<file path="config.mk">
export PLATFORM = sky130hd
export DESIGN_NAME = sc_proc_mem_sequencer_flat
export DESIGN_NICKNAME = d
export VERILOG_FILES = /design/src/rtl/sc_proc_mem_sequencer_pkg.sv /design/src/rtl/sc_proc_mem_sequencer_if.sv /design/src/rtl/sc_proc_mem_sequencer_watchdog.sv /design/src/rtl/sc_proc_mem_sequencer.sv /design/src/flat_wrapper.sv
export SDC_FILE = /design/constraint.sdc
export NUM_CORES = 1
export LEC_CHECK = 0
export CAP_MARGIN = 10
export CORE_ASPECT_RATIO = 1.75
export CORE_MARGIN = 2
export CORE_UTILIZATION = 49
export CTS_CLUSTER_SIZE = 8
export DETAILED_ROUTE_END_ITERATION = 8
export HOLD_SLACK_MARGIN = 0.1
export PLACE_DENSITY = 0.93
export SLEW_MARGIN = 25
export SYNTH_ARGS = -nofsm -noshare
export SYNTH_HDL_FRONTEND = slang
export SYNTH_SLANG_ARGS = --single-unit
</file>
<file path="constraint.sdc">
create_clock -name clk -period 3.2 [get_ports clk]
set_clock_uncertainty 0.15 [all_clocks]
set_input_delay 0.64 -clock clk [delete_from_list [all_inputs] [get_ports clk]]
set_output_delay 0.64 -clock clk [all_outputs]
set_load 0.02 [all_outputs]
</file>
<file path="src/rtl/sc_proc_mem_sequencer_pkg.sv">
// Shared types and constants for the SC processor memory sequencer.
// Imported by the interface, the watchdog and the sequencer top.
package sc_proc_pkg;

   localparam int DEF_DBITS = 32;
   localparam int WAIT_W    = 16;

   typedef enum logic [2:0] {
      FETCH,
      DECODE,
      DATA,
      COMMIT,
      FAULT
   } seq_state_t;

endpackage

</file>
<file path="src/rtl/sc_proc_mem_sequencer_if.sv">
// Shared memory port between the sequencer (master) and memory (slave).
// One request in flight; ack marks completion and valid read data.
interface sc_proc_mem_sequencer_if
   import sc_proc_pkg::*;
#(
   parameter int DBITS = DEF_DBITS
);

   logic             mem_req;
   logic             mem_we;
   logic [DBITS-1:0] mem_addr;
   logic [DBITS-1:0] mem_wdata;
   logic             mem_ack;
   logic [DBITS-1:0] mem_rdata;

   modport master (
      output mem_req,
      output mem_we,
      output mem_addr,
      output mem_wdata,
      input  mem_ack,
      input  mem_rdata
   );

   modport slave (
      input  mem_req,
      input  mem_we,
      input  mem_addr,
      input  mem_wdata,
      output mem_ack,
      output mem_rdata
   );

endinterface

</file>
<file path="src/rtl/sc_proc_mem_sequencer_watchdog.sv">
// Wait-cycle counter for the shared memory port.
// expired is high on the cycle whose edge would bring the count to TIMEOUT.
module sc_wait_watchdog
   import sc_proc_pkg::*;
#(
   parameter int TIMEOUT = 255
) (
   input  logic clk,
   input  logic reset,
   input  logic clear,
   input  logic count_en,
   output logic expired
);

   localparam logic [WAIT_W-1:0] LAST = WAIT_W'(TIMEOUT - 1);

   logic [WAIT_W-1:0] cnt;

   always_ff @(posedge clk) begin
      if (reset || clear) begin
         cnt <= '0;
      end else if (count_en) begin
         cnt <= cnt + WAIT_W'(1);
      end
   end

   assign expired = count_en && (cnt == LAST);

endmodule

</file>
<file path="src/rtl/sc_proc_mem_sequencer.sv">
// Fetch/decode/data/commit sequencer sharing one memory port.
// Emits a one-cycle lock strobe per retired instruction.
module sc_proc_mem_sequencer
   import sc_proc_pkg::*;
#(
   parameter int DBITS   = DEF_DBITS,
   parameter int TIMEOUT = 255
) (
   input  logic                    clk,
   input  logic                    reset,
   input  logic [DBITS-1:0]        pc,
   input  logic                    is_load,
   input  logic                    is_store,
   input  logic [DBITS-1:0]        data_addr,
   input  logic [DBITS-1:0]        store_data,
   sc_proc_mem_sequencer_if.master mem,
   output logic [DBITS-1:0]        instr,
   output logic [DBITS-1:0]        load_data,
   output logic                    lock,
   output logic                    fault,
   output logic [31:0]             retired
);

   seq_state_t state;
   seq_state_t next;

   logic [DBITS-1:0] instr_q;
   logic [DBITS-1:0] load_q;
   logic [DBITS-1:0] addr_q;
   logic [DBITS-1:0] wdata_q;
   logic             we_q;
   logic             ld_q;
   logic [31:0]      ret_q;

   logic in_mem;
   logic expired;

   assign in_mem = (state == FETCH) || (state == DATA);

   sc_wait_watchdog #(
      .TIMEOUT (TIMEOUT)
   ) u_wdog (
      .clk      (clk),
      .reset    (reset),
      .clear    (!in_mem || mem.mem_ack),
      .count_en (in_mem && !mem.mem_ack),
      .expired  (expired)
   );

   always_ff @(posedge clk) begin
      if (reset) begin
         state <= FETCH;
      end else begin
         state <= next;
      end
   end

   always_comb begin
      next            = state;
      mem.mem_req     = 1'b0;
      mem.mem_we      = 1'b0;
      mem.mem_addr    = '0;
      mem.mem_wdata   = '0;
      lock            = 1'b0;
      fault           = 1'b0;
      unique case (state)
         FETCH: begin
            mem.mem_req  = 1'b1;
            mem.mem_addr = pc;
            if (mem.mem_ack) begin
               next = DECODE;
            end else if (expired) begin
               next = FAULT;
            end
         end
         DECODE: begin
            next = (is_load || is_store) ? DATA : COMMIT;
         end
         DATA: begin
            mem.mem_req   = 1'b1;
            mem.mem_we    = we_q;
            mem.mem_addr  = addr_q;
            mem.mem_wdata = wdata_q;
            if (mem.mem_ack) begin
               next = COMMIT;
            end else if (expired) begin
               next = FAULT;
            end
         end
         COMMIT: begin
            lock = 1'b1;
            next = FETCH;
         end
         FAULT: begin
            fault = 1'b1;
         end
         default: begin
            next = FETCH;
         end
      endcase
      // State is unknown until the first reset edge; keep outputs quiet.
      if (reset) begin
         mem.mem_req   = 1'b0;
         mem.mem_we    = 1'b0;
         mem.mem_addr  = '0;
         mem.mem_wdata = '0;
         lock          = 1'b0;
         fault         = 1'b0;
      end
   end

   always_ff @(posedge clk) begin
      if (reset) begin
         instr_q <= '0;
         load_q  <= '0;
         addr_q  <= '0;
         wdata_q <= '0;
         we_q    <= 1'b0;
         ld_q    <= 1'b0;
         ret_q   <= '0;
      end else begin
         if (state == FETCH && mem.mem_ack) begin
            instr_q <= mem.mem_rdata;
         end
         // Store wins when both decode flags are set.
         if (state == DECODE) begin
            we_q    <= is_store;
            ld_q    <= is_load && !is_store;
            addr_q  <= data_addr;
            wdata_q <= store_data;
         end
         if (state == DATA && mem.mem_ack && ld_q) begin
            load_q <= mem.mem_rdata;
         end
         if (state == COMMIT) begin
            ret_q <= ret_q + 32'd1;
         end
      end
   end

   assign instr     = reset ? '0 : instr_q;
   assign load_data = reset ? '0 : load_q;
   assign retired   = reset ? '0 : ret_q;

endmodule

</file>
<file path="src/flat_wrapper.sv">
// flat-port wrapper written by rule: the top's interface ports become plain ports
module sc_proc_mem_sequencer_flat import sc_proc_pkg::*;
#(
   parameter int DBITS   = DEF_DBITS,
   parameter int TIMEOUT = 255
)
  (clk, reset, pc, is_load, is_store, data_addr, store_data, instr, load_data, lock, fault, retired, mem_mem_req, mem_mem_we, mem_mem_addr, mem_mem_wdata, mem_mem_ack, mem_mem_rdata);
  sc_proc_mem_sequencer_if #(.DBITS(DBITS)) mem_i ();
  input  logic clk;
  input  logic reset;
  input  logic [DBITS-1:0] pc;
  input  logic is_load;
  input  logic is_store;
  input  logic [DBITS-1:0] data_addr;
  input  logic [DBITS-1:0] store_data;
  output logic [DBITS-1:0] instr;
  output logic [DBITS-1:0] load_data;
  output logic lock;
  output logic fault;
  output logic [31:0] retired;
  output wire logic [$bits(mem_i.mem_req)-1:0] mem_mem_req;
  output wire logic [$bits(mem_i.mem_we)-1:0] mem_mem_we;
  output wire logic [$bits(mem_i.mem_addr)-1:0] mem_mem_addr;
  output wire logic [$bits(mem_i.mem_wdata)-1:0] mem_mem_wdata;
  input wire logic [$bits(mem_i.mem_ack)-1:0] mem_mem_ack;
  input wire logic [$bits(mem_i.mem_rdata)-1:0] mem_mem_rdata;
  assign mem_mem_req = mem_i.mem_req;
  assign mem_mem_we = mem_i.mem_we;
  assign mem_mem_addr = mem_i.mem_addr;
  assign mem_mem_wdata = mem_i.mem_wdata;
  assign mem_i.mem_ack = mem_mem_ack;
  assign mem_i.mem_rdata = mem_mem_rdata;
  sc_proc_mem_sequencer #(.DBITS(DBITS), .TIMEOUT(TIMEOUT)) u_core (.clk(clk), .reset(reset), .pc(pc), .is_load(is_load), .is_store(is_store), .data_addr(data_addr), .store_data(store_data), .mem(mem_i), .instr(instr), .load_data(load_data), .lock(lock), .fault(fault), .retired(retired));
endmodule
</file>
==> metrics.cfg, run 1 <==
[timing]
period_share_pct=96.7
final_critical_path_required_period_ns=3.09
timing.max_slew.rel_slack_pct=49.2
worst_slew_pin_slew_ns=0.762
tns_ns=0
setup_viol_count_final=0
rsz0062_at_grt=no
final_number_of_hold_violating_endpoints=0
timing_max_transition_violations_final=0
timing.fmax_mhz=323

[finish]
num-nets-final=1465
layoutNonFillerInstCount=1565
post_route_cells_drive_above_1_share_pct=5.00
antenna_cells=0
area.growth.synth_to_final_pct=44.8
number_of_filler_instances_in_the_final_layout=1160

[floorplanning]
io_pins=297
die-area_mm2=0.0179
core_area_mm2=0.0164
chipWidth_um=102
fp-row-count=62
floorplan.die.height_um=176
initial_cell_density_of_the_core_pct=50.1

[routing]
detailroute.wirelength.met3_um=1520
route.top_layer_used=met4
vias=8287
amount_of_wire_on_met2_after_detailed_routing_um=13500
detailedRoute.firstIterationViolations=315
finalWirelength_um=25700
wl_met1_um=9380
wire_per_inst_um=16.4
via_per_inst=5.30
firstDrtPassIters=4
detail-route-antenna-nets=0
route.detailed.drc=0

[place]
place_congestion=0.932
io_buffers=296
dp_cells=1534
dp_hpwl_um=18200

[critical_path]
worst-endpoint-arrival_ns=2.30
cell_count_of_the_worst_reg_to_reg_path=5
timing_worst_setup_path_type=reg2out
critPathMaxFanout=27
crit_path_end_kind=output pin
timing.critical_path.from_type=flop
required_time_of_the_critical_path_ns=2.41

[global_routing]
grt_pass1_wl_um=40200
antenna_found_initial=0
first_global_vias=8138
grt_remaining_overflow=0
maximum_number_of_pins_on_one_net_before_global_route_repair=169
gr_usage_total_pct=28.6

[yosys]
synth_sequential_area_ratio_pct=44.0
synth_largest_area_cell=sky130_fd_sc_hd__dfxtp_1
synth-seq-cells=181
async_reset_ff_share_pct=0
synthesis.nets=1209
synth_enable_flop_cells=0
number_of_cells_produced_by_synthesis=1073
post_synth_main_area_contributors=sky130_fd_sc_hd__dfxtp_1, sky130_fd_sc_hd__nand2_1, sky130_fd_sc_hd__a21oi_1
syn_area_per_cell_um2=7.68
ys_dominant_reg_cell=sky130_fd_sc_hd__dfxtp_1
synth_area_mm2=0.00824
post_synth_num_cell_types=45
ys.warnings.count=0
synth_top_cell_area_share_pct=44.0

[clocking]
clkLatencyLatePin_ns=0.43
cts_htree_levels=4
path_clk_slew_ns=0.07
cts-root-buf=sky130_fd_sc_hd__clkbuf_16
max-clock-path-buffers=2
cts_tree=done
cts_inserted_buffers=17
hold_bufs_inserted_after_cts=0
clock-sinks=181

[run_status]
outcome=finished, final reports clean

[power_and_ir_drop]
pwr_density_cell_mw_per_mm2=421
design_power_total_mw=5.02
vdd_drop_max_uv=351
total_leakage_power_nw=4.12

[run]
max-cap-violations=0

[hold_path]
hold_path_class=in2reg
worst_hold_path.num_cells=2

## where the power goes
part           internal, mW  switching, mW  total, mW
sequential             2.33         0.0422       2.37
combinational         0.330          0.344      0.674
clock                  1.04          0.936       1.98
## placed cells by master, fill, tap and decap left out, types with 2 or more instances in the layout
cell	Yosys	layout
sky130_fd_sc_hd__a21oi_1	148	148
sky130_fd_sc_hd__and2_1	36	36
sky130_fd_sc_hd__and3_1	5	5
sky130_fd_sc_hd__and3b_1	2	2
sky130_fd_sc_hd__and4_1	6	6
sky130_fd_sc_hd__buf_12	0	4
sky130_fd_sc_hd__buf_4	1	14
sky130_fd_sc_hd__clkbuf_16	0	17
sky130_fd_sc_hd__clkbuf_8	0	3
sky130_fd_sc_hd__clkdlybuf4s50_1	0	295
sky130_fd_sc_hd__clkinv_2	0	2
sky130_fd_sc_hd__clkinv_4	0	3
sky130_fd_sc_hd__clkinvlp_4	0	2
sky130_fd_sc_hd__dfxtp_1	181	180
sky130_fd_sc_hd__ha_1	3	3
sky130_fd_sc_hd__inv_1	10	10
sky130_fd_sc_hd__inv_6	0	5
sky130_fd_sc_hd__mux2_2	7	7
sky130_fd_sc_hd__mux2i_1	32	32
sky130_fd_sc_hd__nand2_1	280	280
sky130_fd_sc_hd__nand3_1	15	15
sky130_fd_sc_hd__nand3b_1	2	2
sky130_fd_sc_hd__nand4_1	14	14
sky130_fd_sc_hd__nor2_1	69	69
sky130_fd_sc_hd__nor2b_1	94	93
sky130_fd_sc_hd__nor3_1	8	8
sky130_fd_sc_hd__nor3b_2	0	2
sky130_fd_sc_hd__nor4_1	9	9
sky130_fd_sc_hd__nor4b_1	3	3
sky130_fd_sc_hd__o21ai_0	8	8
sky130_fd_sc_hd__o31ai_1	10	10
sky130_fd_sc_hd__or3_1	8	8
sky130_fd_sc_hd__or4_1	12	12
sky130_fd_sc_hd__xnor2_1	12	12
sky130_fd_sc_hd__xor2_1	7	7
## worst max-delay path, cell delays in order, from the launching register on
cell	delay [ns]
sky130_fd_sc_hd__dfxtp_1	0.40
sky130_fd_sc_hd__or3_1	0.43
sky130_fd_sc_hd__buf_4	0.24
sky130_fd_sc_hd__nor2_1	0.17
sky130_fd_sc_hd__clkdlybuf4s50_1	0.64
## kinds of logic after synthesis
| group | after synthesis | synth area share, % |
|---|---|---|
| AND/OR/NAND/NOR | 573 | 33.6 |
| flip-flops | 181 | 44.0 |
| buffers and inverters | 87 | 4.16 |
| multiplexers | 40 | 4.98 |
| AO/OA/AOI/OAI | 170 | 10.8 |
| XOR/XNOR | 19 | 2.02 |
| adder cells (fa/ha/maj) | 3 | 0.456 |
## sequential cells by signal, summed over array words and instances, names as in the netlist
register           cells
u_core.addr_q         32
u_core.instr_q        32
u_core.ld_q            1
u_core.load_q         32
u_core.ret_q          32
u_core.state           3
u_core.u_wdog.cnt     16
u_core.wdata_q        32
u_core.we_q            1
## repair_timing
item	CTS	global route
buffers inserted	0	0
setup endpoints to repair	0	33
gates resized for setup	0	1
## layer usage
| metal | vias to the layer above | GRT usage [%] |
|---|---|---|
| li1 | 4048 | - |
| met1 | 3862 | 31.0 |
| met2 | 290 | 49.9 |
| met3 | 87 | 7.12 |
| met4 | 0 | 15.5 |
| met5 | - | 0 |
## worst paths after layout
kind	start	endpoint	slack [ns]
setup / recovery	u_core.state[0]	mem_mem_addr[17]	0.11
hold / removal	reset	u_core.we_q	0.29
setup reg to reg	u_core.state[0]	u_core.addr_q[13]	0.78
hold reg to reg	u_core.wdata_q[14]	u_core.wdata_q[14]	0.30
## final cells by class
class | instances | area [µm²] | area share [%]
clock inverter | 12 | 95.1 | 0.797
tap | 224 | 280 | 2.35
multi-input combinational | 805 | 4280 | 35.9
timing repair buffer | 314 | 3150 | 26.4
clock buffer | 19 | 453 | 3.80
inverter | 10 | 37.5 | 0.315
sequential | 181 | 3620 | 30.4
## stage by stage
stage	hold WS, ns	instance area, µm²	utilization (%)	worst slack [ns]
after global routing	0.278	11900	72.5	0.00746
after CTS	0.276	11900	72.5	0.0324
final	0.290	11900	72.5	0.107
after floorplan	0.275	8240	-	0.489
after global placement	0.283	11400	69.2	0.308
after detailed placement	0.292	11400	69.2	0.265
## cells in the mapped netlist, drive strengths merged (4+ instances only)
master  instances
inv            10
clkbuf         62
nor2b          94
o21ai           8
mux2            8
or3             8
nor2           69
and4            6
xnor2          12
and2           36
o31ai          10
xor2            7
and3            5
buf            15
nor3            8
nand3          16
nand2         280
dfxtp         181
or4            13
a21oi         148
nor4b           4
nand4          14
mux2i          32
nor4            9
Note: power is estimated with default switching activity, not from simulation.
==> run 2, diff against run 1 <==
- SKIP_LAST_GASP: not set -> 1
==> results of run 2 <==
Final layout, timing and power as in run 1 (identical DEF).
